===== src/rtl/softmax_row_dispatcher.sv =====
// Round-robin dispatcher of B2R row tiles onto the bank of per-row softmax units.
// Each row is owned by one unit; tiles are re-registered and strobed to that unit.
module softmax_row_dispatcher #(
  parameter int unsigned WIDTH              = 16,
  parameter int unsigned COL                = 64,
  parameter int unsigned TILE_SIZE          = 8,
  parameter int unsigned NUM_CORES_A_Qn_KnT = 2,
  parameter int unsigned BLOCK_SIZE         = 2,
  parameter int unsigned NUM_ROWS           = 8,
  localparam int unsigned NUM_TILES = COL / TILE_SIZE,
  localparam int unsigned NUM_SM    = NUM_CORES_A_Qn_KnT * BLOCK_SIZE,
  localparam int unsigned TILE_W    = WIDTH * TILE_SIZE,
  localparam int unsigned IDX_W     = (NUM_TILES > 1) ? $clog2(NUM_TILES) : 1
) (
  input  logic              clk,
  input  logic              rst_n,
  input  logic              start,
  input  logic              in_valid,
  output logic              in_ready,
  input  logic [TILE_W-1:0] in_tile,
  input  logic [NUM_SM-1:0] sm_free_done,
  output logic [NUM_SM-1:0] sm_valid,
  output logic [TILE_W-1:0] sm_tile,
  output logic [IDX_W-1:0]  sm_tile_idx,
  output logic              sm_row_first,
  output logic              sm_row_last,
  output logic              busy,
  output logic              done
);

  localparam int unsigned PTR_W = (NUM_SM > 1) ? $clog2(NUM_SM) : 1;
  localparam int unsigned ROW_W = (NUM_ROWS > 1) ? $clog2(NUM_ROWS) : 1;

  typedef enum logic [2:0] {IDLE, WAIT_UNIT, STREAM, DRAIN, DONE} state_e;

  state_e            state_q, state_d;
  logic [PTR_W-1:0]  ptr_q, ptr_d;
  logic [ROW_W-1:0]  row_cnt_q, row_cnt_d;
  logic [IDX_W-1:0]  tile_cnt_q, tile_cnt_d;
  logic [NUM_SM-1:0] free_q, free_d;
  logic [NUM_SM-1:0] sm_valid_q, sm_valid_d;
  logic [TILE_W-1:0] sm_tile_q, sm_tile_d;
  logic [IDX_W-1:0]  sm_tile_idx_q, sm_tile_idx_d;
  logic              row_first_q, row_first_d;
  logic              row_last_q, row_last_d;
  logic [NUM_SM-1:0] ptr_oh_c;
  logic              ptr_free_c;
  logic              tile_last_c;

  // Decode the round-robin pointer into a unit select.
  always_comb begin
    ptr_oh_c = '0;
    for (int unsigned k = 0; k < NUM_SM; k++) begin
      if (ptr_q == PTR_W'(k)) ptr_oh_c[k] = 1'b1;
    end
    ptr_free_c  = |(free_q & ptr_oh_c);
    tile_last_c = (tile_cnt_q == IDX_W'(NUM_TILES - 1));
  end

  always_comb begin
    state_d       = state_q;
    ptr_d         = ptr_q;
    row_cnt_d     = row_cnt_q;
    tile_cnt_d    = tile_cnt_q;
    free_d        = free_q | sm_free_done;
    sm_valid_d    = '0;
    sm_tile_d     = sm_tile_q;
    sm_tile_idx_d = sm_tile_idx_q;
    row_first_d   = 1'b0;
    row_last_d    = 1'b0;

    unique case (state_q)
      IDLE: begin
        if (start) begin
          state_d   = WAIT_UNIT;
          ptr_d     = '0;
          row_cnt_d = '0;
        end
      end
      WAIT_UNIT: begin
        if (ptr_free_c) begin
          state_d    = STREAM;
          tile_cnt_d = '0;
        end
      end
      STREAM: begin
        if (in_valid) begin
          sm_valid_d    = ptr_oh_c;
          sm_tile_d     = in_tile;
          sm_tile_idx_d = tile_cnt_q;
          row_first_d   = (tile_cnt_q == '0);
          row_last_d    = tile_last_c;
          // Claiming the unit overrides a coincident free pulse.
          if (tile_cnt_q == '0) free_d = free_d & ~ptr_oh_c;
          if (tile_last_c) begin
            tile_cnt_d = '0;
            ptr_d      = (ptr_q == PTR_W'(NUM_SM - 1)) ? '0 : ptr_q + PTR_W'(1);
            if (row_cnt_q == ROW_W'(NUM_ROWS - 1)) begin
              state_d = DRAIN;
            end else begin
              row_cnt_d = row_cnt_q + ROW_W'(1);
              state_d   = WAIT_UNIT;
            end
          end else begin
            tile_cnt_d = tile_cnt_q + IDX_W'(1);
          end
        end
      end
      DRAIN: begin
        if (&free_q) state_d = DONE;
      end
      DONE: begin
        state_d = IDLE;
      end
      default: begin
        state_d = IDLE;
      end
    endcase
  end

  always_ff @(posedge clk) begin
    if (!rst_n) begin
      state_q       <= IDLE;
      ptr_q         <= '0;
      row_cnt_q     <= '0;
      tile_cnt_q    <= '0;
      free_q        <= '1;
      sm_valid_q    <= '0;
      sm_tile_q     <= '0;
      sm_tile_idx_q <= '0;
      row_first_q   <= 1'b0;
      row_last_q    <= 1'b0;
    end else begin
      state_q       <= state_d;
      ptr_q         <= ptr_d;
      row_cnt_q     <= row_cnt_d;
      tile_cnt_q    <= tile_cnt_d;
      free_q        <= free_d;
      sm_valid_q    <= sm_valid_d;
      sm_tile_q     <= sm_tile_d;
      sm_tile_idx_q <= sm_tile_idx_d;
      row_first_q   <= row_first_d;
      row_last_q    <= row_last_d;
    end
  end

  // Handshake and status are pure decodes of the state register.
  assign in_ready     = (state_q == STREAM);
  assign busy         = (state_q != IDLE);
  assign done         = (state_q == DONE);
  assign sm_valid     = sm_valid_q;
  assign sm_tile      = sm_tile_q;
  assign sm_tile_idx  = sm_tile_idx_q;
  assign sm_row_first = row_first_q;
  assign sm_row_last  = row_last_q;

endmodule


===== config.mk =====
export PLATFORM = sky130hd
export DESIGN_NAME = softmax_row_dispatcher
export DESIGN_NICKNAME = d
export VERILOG_FILES = /design/src/rtl/softmax_row_dispatcher.sv
export SDC_FILE = /design/constraint.sdc
export NUM_CORES = 1
export LEC_CHECK = 0
export CORE_MARGIN = 4
export CORE_UTILIZATION = 40
export CTS_BUF_LIST = sky130_fd_sc_hd__clkbuf_16
export DETAILED_ROUTE_END_ITERATION = 16
export PLACE_DENSITY = 0.8
export SYNTH_ARGS = -nofsm -noshare
export SYNTH_HDL_FRONTEND = slang
export SYNTH_SLANG_ARGS = --single-unit

===== constraint.sdc =====
create_clock -name clk -period 2.3 [get_ports clk]
set_input_delay 0.345 -clock clk [delete_from_list [all_inputs] [get_ports clk]]
set_output_delay 0.345 -clock clk [all_outputs]
set_load 0.01 [all_outputs]

; ---- Word-level counts from Yosys, hierarchy flattened
; Index checks and enable logic that the tools add are counted.
[totals]
ff_bits = 152
in_bits = 136
output_inout_bits = 140
elab_cells = 74
[classes]
add_sub_neg = 3
eq_ne = 15
mux = 28
n_bitwise = 4
reduce_logical = 14
[op_table]
columns = cell, count
row1 = $mux 3, 12
row2 = $mux 4, 3
row3 = $pmux 3 s2, 2
row4 = $pmux 3 s4, 1
row5 = $mux 2, 5
row6 = $ne 2x2->1 const B, 5
row7 = $reduce_and 5->1, 2
row8 = $eq 3x3->1 const B, 3
row9 = $and 4x4->4, 2
row10 = $reduce_and 4->1, 2
row11 = $add 3x1->3 const B, 2
row12 = $eq 3x2->1 const B, 2
row13 = $logic_not 3->1, 2
row14 = $reduce_and 3->1, 2
row15 = $eq 2x2->1 const B, 2
row16 = $mux 1, 4
row17 = $not 4->4, 1
row18 = $or 4x4->4, 1
row19 = $pmux 2 s2, 1
row20 = $reduce_bool 2->1, 2
row21 = $reduce_or 4->1, 1
row22 = $eq 3x1->1 const B, 1
row23 = $reduce_bool 3->1, 1
row24 = $add 2x1->2 const B, 1
row25 = 4 further kinds, 4

; ---- Depth between registers and ports, before layout
[depth]
depth_word = 7
depth_mapped = 9
ltp_nobuf = 6

; ---- Least setup slack after synthesis
; Ideal clock, no wire load.
[synth_path]
kind = register to register
start = register tile_cnt_q[0]
end = register ptr_q[0]
setup_ps = 70
arrival_time_ps = 1597
required_ps = 2230
path_slack_ps = 632
stages_incl_launch_ff = 7
path_buffers = 0
path_cell_list = dfxtp_1 ha_1 ha_1 nand3_1 a211o_1 or4_1 a21oi_1
[synth_between]
elab_chain_cells = 3
[synth_rtl]
columns = element, line_no
row1 = start: declaration, 39  ; logic [IDX_W-1:0] tile_cnt_q, tile_cnt_d;
row2 = start signal: assignment, 137  ; tile_cnt_q <= tile_cnt_d;
row3 = $eq 3x3->1, 57  ; tile_last_c = (tile_cnt_q == IDX_W'(NUM_TILES - 1));
row4 = named net tile_last_c, 48  ; logic tile_last_c;
row5 = $ne 2x1->1 (no source line), n/a
row6 = $reduce_and 4->1 (no source line), n/a
row7 = end signal: assignment, 135  ; ptr_q <= ptr_d;
row8 = end: declaration, 37  ; logic [PTR_W-1:0] ptr_q, ptr_d;
; The timed path passes the listed nets, and every way through them passes these cells.
; A chain may end at the register's enable or synchronous reset.

; ---- Worst setup path in the final report
[layout_path]
start = register state_q[2]
end = output port done
[layout_between]
elab_chain_cells = 1
[layout_rtl]
columns = element, line_no
row1 = start: declaration, 36  ; state_e state_q, state_d;
row2 = start signal: assignment, 134  ; state_q <= state_d;
row3 = $eq 3x3->1, 150  ; assign done = (state_q == DONE);
row4 = end: declaration, 28  ; output logic done
; No other way between the ends.

==> flow_summary.ini <==
[critical_path]
worst_ep_required_time_ns = 1.96
arrival_ns = 1.69
critical_path.cell_chain = nor3b_1, clkdlybuf4s50_1
crit_type = flop to output port
worst_path_largest_cell_delay_ns = 0.58
worstPathMaxFanout = 9
reg2reg_from = state_q[0]$_SDFFE_PN0P_
reg2reg_depth = 6
start_kind = flop
crit_path_end_kind = output port
setup.worst_path.start = state_q[2]$_SDFFE_PN0P_
critPathSlowestCell = clkdlybuf4s50_1

[logic_synthesis]
synth_top_family_by_area = simple AND/OR/NAND/NOR gates
synthSimpleGateAreaFrac = 0.223
syn_area_um2 = 5510
syn_inst = 679
synth_fa_ha_area_frac = 0.0204
synth_cell_types = 32
synth_mux_area_frac = 0.00568
ys_seq_elements = 152
synth_edf_count = 0
ys_warn_count = 0
synth-xor-area-share = 0
ys.flop_type = dfxtp_1
synthArstFlopShare = 0
synth.net_count = 824
synth_compound_area_frac = 0.143
seq_area_frac_synth = 0.552
avgSynthCellArea_um2 = 8.11

[min_path]
hp-class = flop to flop
min-delay-start = sm_tile[7]$_SDFFE_PN0P_
min_path_cells = 2

[timing]
rsz0062_at_grt = false
fmax_ghz = 0.492
timing.setup.tns_ns = 0
hold_viol = 0
period_needed_ns = 2.03
post-route-period-util = 0.884
setup_violations = 0
worst_slew_pin_slew_ns = 0.443
fin_worst_skew_ns = 0.00773
slew_violations = 0
maxSlewHeadroom = 0.697

[pwr]
leakagePower_uw = 0.00316
p_per_area_nw_per_um2 = 720
ir_worst_vdd_mv = 0.501

[global_route]
grt_pass1_wl_um = 25700
grt_usage = 0.202
use_met3 = 0.0738
grt_pass1_vias = 5124
grt.overflow.total = 0
antenna_found_initial = 0
grt_max_degree = 85
busiest_layer = met2
grt_use_met2 = 0.343
grtUsageMet1 = 0.224

[placed_design]
gp_congestion = 0.814
io_buffer_count = 275
place_inst = 1091
dp_hpwl_um = 11700

[floorplanning]
top_level_ports = 276
die_w_um = 125
initial_core_util = 0.413
rows = 42
die-area_um2 = 15700
die_h_um = 125
core_area_um2 = 13300

[cts]
cts_setup_buffers = 0
cts.sinks = 152
clk_latency_ns = 0.41
root_buffer = clkbuf_16
clk_pin_slew_worst_paths_ns = 0.06
cts_buffers = 17
h-tree-depth = 4
cts_tree = built
cts_buffer_depth = 2

[detailed_routing]
drt_pre_antenna_iters = 5
drtIter0Drc = 292
wl_per_cell_um = 14.7
via_count = 5392
drt_wl_total_um = 16500
ant_nets = 0
via_per_inst = 4.80
drcViolationCount = 0

[run]
drv_cap = 0

[final_layout]
instances_no_fill = 1123
area_growth_pct = 61.7
nNetsFinal = 1079
drive_above_1_share = 0.0475
regArea_um2 = 3040
antenna_cells = 0
nFillCells = 1134
multi_input_area_um2 = 2170

[outcome]
status = finished, final reports clean
[sequential cells by signal, summed over array words and instances (netlist names)]
signal / cells
row_cnt_q: 3
sm_row_last: 1
tile_cnt_q: 3
sm_tile_idx: 3
free_q: 4
ptr_q: 2
sm_tile: 128
sm_row_first: 1
state_q: 3
sm_valid: 4
[what timing repair did]
action,CTS,global route
hold buffers,0,0
gates resized for setup,2,0
endpoints found under the setup margin,1,0
[layout by cell type (no fill, tap or decap), types with 5 or more instances in the layout]
master,instances
a21oi_1,137
nor2_1,10
buf_12,7
clkdlybuf4s50_1,274
ha_1,9
and2_1,5
clkbuf_16,17
nand2_1,272
nand3_1,6
dfxtp_1,151
a22oi_1,5
inv_1,6
[cells by family after synthesis]
kind of cell	after synthesis
AND/OR/NAND/NOR	309
flip-flops	152
AO/OA/AOI/OAI	151
buffers and inverters	55
adder cells (fa/ha/maj)	9
multiplexers	3
[critical path, delay by kind of cell (launching register included)]
family | cells | cell delay (ns)
buffers and inverters | 1 | 0.58
flip-flops | 1 | 0.47
AND/OR/NAND/NOR | 1 | 0.22
[path summary, 6_finish.rpt]
check                              to  slack [ns]
min reg2reg   sm_tile[7]$_SDFFE_PN0P_        0.45
max                              done        0.27
max reg2reg  sm_tile[32]$_SDFFE_PN0P_        0.39
min           sm_tile[7]$_SDFFE_PN0P_        0.45
[final cells by class]
| cell class | instances | share of cell area |
|---|---|---|
| Clock buffer | 17 | 0.0478 |
| Sequential cell | 152 | 0.342 |
| Multi-Input combinational cell | 472 | 0.243 |
| Clock inverter | 15 | 0.0128 |
| Timing Repair Buffer | 284 | 0.326 |
| Tap cell | 176 | 0.0247 |
| Inverter | 7 | 0.00323 |
[stage by stage]
stage                util  hold slack (ns)  instance area, um2  setup WS, ns  power [uW]
global placement    0.627            0.441                8370         0.299        3930
finish              0.667            0.451                8910         0.268        6410
detailed placement  0.627            0.446                8370         0.260        3950
floorplan               -            0.450                5510         0.632        3360
global route        0.667            0.459                8910         0.114        6680
CTS                 0.667            0.453                8910         0.250        6480
[layer usage]
metal / wire length, um / share of wire / up-vias
met3: 1260 / 0.077 / 38
met4: 587 / 0.036 / 0
li1: - / - / 2712
met1: 6490 / 0.39 / 2445
met2: 8110 / 0.49 / 197
met5: 0 / 0 / -
[cells in the mapped netlist, types with 2 or more instances]
cell      instances  share of area
nand2b_1          2         0.0023
inv_2             2         0.0014
nand3_1           6         0.0055
inv_1             5         0.0034
a22oi_1           5         0.0068
and2_1            6         0.0068
nor2_1           10         0.0068
ha_1              9          0.020
o21ai_0           2         0.0018
nand2_1         273           0.19
mux2i_1           2         0.0036
a21oi_1         137           0.12
dfxtp_1         152           0.55
buf_6             9          0.018
buf_4             2         0.0027
clkbuf_1         24          0.016
o22ai_1           3         0.0034
and3_1            4         0.0045
or3_1             2         0.0023
buf_2            12          0.011
[power breakdown]
group	switching (uW)	internal [uW]	total [uW]
clock network	1060	1470	2530
registers	78.5	2770	2850
logic	469	569	1040
Note: power is estimated with default switching activity, not from simulation.
==> RTL change: new RTL, same settings <==
Encoding of `state_e`: now one-hot (5 bits for 5 states).
--- a/src/rtl/softmax_row_dispatcher.sv
+++ b/src/rtl/softmax_row_dispatcher.sv
@@ -33,3 +33,3 @@
 
-  typedef enum logic [2:0] {IDLE, WAIT_UNIT, STREAM, DRAIN, DONE} state_e;
+  typedef enum logic [4:0] {IDLE = 5'b00001, WAIT_UNIT = 5'b00010, STREAM = 5'b00100, DRAIN = 5'b01000, DONE = 5'b10000} state_e;
 
Check against the original RTL: same outputs for any inputs over 10 cycles, from zero or initial values and one cycle with rst_n low; not proved beyond that.
==> RTL change against the original RTL <==
Sequential cell count rose by 2; routed wire length grew 6.4%; design area rose by 3.0%; critical path depth rose by 2; final cell count grew 2.0%; hold slack worse by 0.00072 ns; worst setup slack got worse by 0.18 ns; area after synthesis is 1.9% higher; critical endpoint is now in_ready; highest routed layer unchanged.
Power is not compared: it rests on default switching activity, and its combinational part moved more than twofold at a synthesized area within 25%.
==> RTL change: results (changes against the original RTL) <==
layout:
  diodes: 0  # unchanged
  nets: 1099  # +1.9%
  multi_input_gates: 484  # +2.5%
  seq_area_um2: 3084  # +1.3%
  seq_share_pct: 33.62  # -0.56 points
  buf_share_pct: 31.91  # -0.72 points
  multi_input_comb_area_um2: 2326  # +7.3%
  drive_above_1_share_pct: 5.901  # +1.1 points
  fillers: 1091  # -3.8%
  clkCellAreaFrac_pct: 6.342  # +0.29 points
  nonClockBufferCount: 290  # +2.1%
  largest_reg_flops: 128  # unchanged
critical_path:
  critPathArrivalTime_ns: 1.87  # +0.18 ns
  crit_family: "buffers and inverters"
  slowest_delay_ns: 0.54  # -0.04 ns
placed_design:
  dp_hpwl_um: 12620  # +8.1%
  gp_congestion: 0.8625  # +6.0%
  pre_cts_ws_ns: 0.2378  # -0.02205 ns
  placed_area_um2: 8568  # +2.4%
power_and_ir_drop:
  powerClk_mw: 2.76
  powerComb_uw: 443
  p_sw_mw: 1.261
  leakage_nw: 3.180
grt:
  grt_util_met2_pct: 36.86  # +2.5 points
  met1_usage_pct: 24.51  # +2.1 points
  grt.total_usage_pct: 21.05  # +0.84 points
  gr-usage-met3_pct: 5.389  # -2.0 points
  grt_pass1_vias: 5254  # +2.5%
  grt_max_degree: 87  # +2.4%
  grt_pass1_wl_um: 27300  # +6.3%
timing:
  tightest_slew_ns: 0.5508  # +0.1080 ns
  skew_ns: 0.007081  # -0.0006511 ns
detailed_routing:
  first_pass_iters: 6  # +1
  via_per_inst: 4.798  # about the same
  num_vias: 5499  # +2.0%
  drt_iter0_drc: 380  # +30%
  wl_per_cell_um: 15.27  # +4.2%
cts:
  clock_sinks: 154  # +1.3%
  cts_resized: 0  # -2
  cts_setup_buffers: 0  # unchanged
synth:
  synth_top_area_share_pct: 54.93  # -0.31 points
  synth_fp_nets: 837  # +1.6%
  syn_avg_cell_area_um2: 8.111  # about the same
  ys_top_cells_by_area: "dfxtp_1 (55%), nand2_1 (18%), a21oi_1 (12%)"
  synthTopCellsByCount: "nand2_1 (273), dfxtp_1 (154), a21oi_1 (136), buf_2 (27), clkbuf_1 (20)"
  ys_seq_area_share_pct: 54.93  # -0.31 points
  synthDistinctLibCells: 35  # +9.4%
floorplan:
  die_x_um: 126.5  # +0.88%
status:
  status: "finished clean"
-- RTL change: cell types whose count changed after synthesis, moves of 4 or more --
cell,change
and2_1,-4
buf_2,+15
buf_6,-9
clkbuf_1,-4
nor3_1,+4
-- RTL change: routing by layer --
layer  vias up  part of all wire (%)
met2       168                    50
met1      2509                    40
met5         -                     0
li1       2791                     -
met3        31                   6.6
met4         0                   2.7
-- RTL change: final timing paths --
kind | start | endpoint | slack (ns) | cells past startpoint
worst max register to register | row_cnt_q[0] | row_cnt_q[1] | 0.39 | 6
worst min-delay path | sm_tile[105] | sm_tile[105] | 0.45 | 2
worst max-delay path | state_q[2] | in_ready | 0.08 | 4
worst min register to register | sm_tile[105] | sm_tile[105] | 0.45 | 2
-- RTL change: kinds of logic after synthesis --
family          share of synthesized area [%]
simple gates                            24.03
flops                                   54.93
compound gates                          14.09
buf+inv                                 4.213
fa+ha+maj                               2.006
mux                                    0.7356
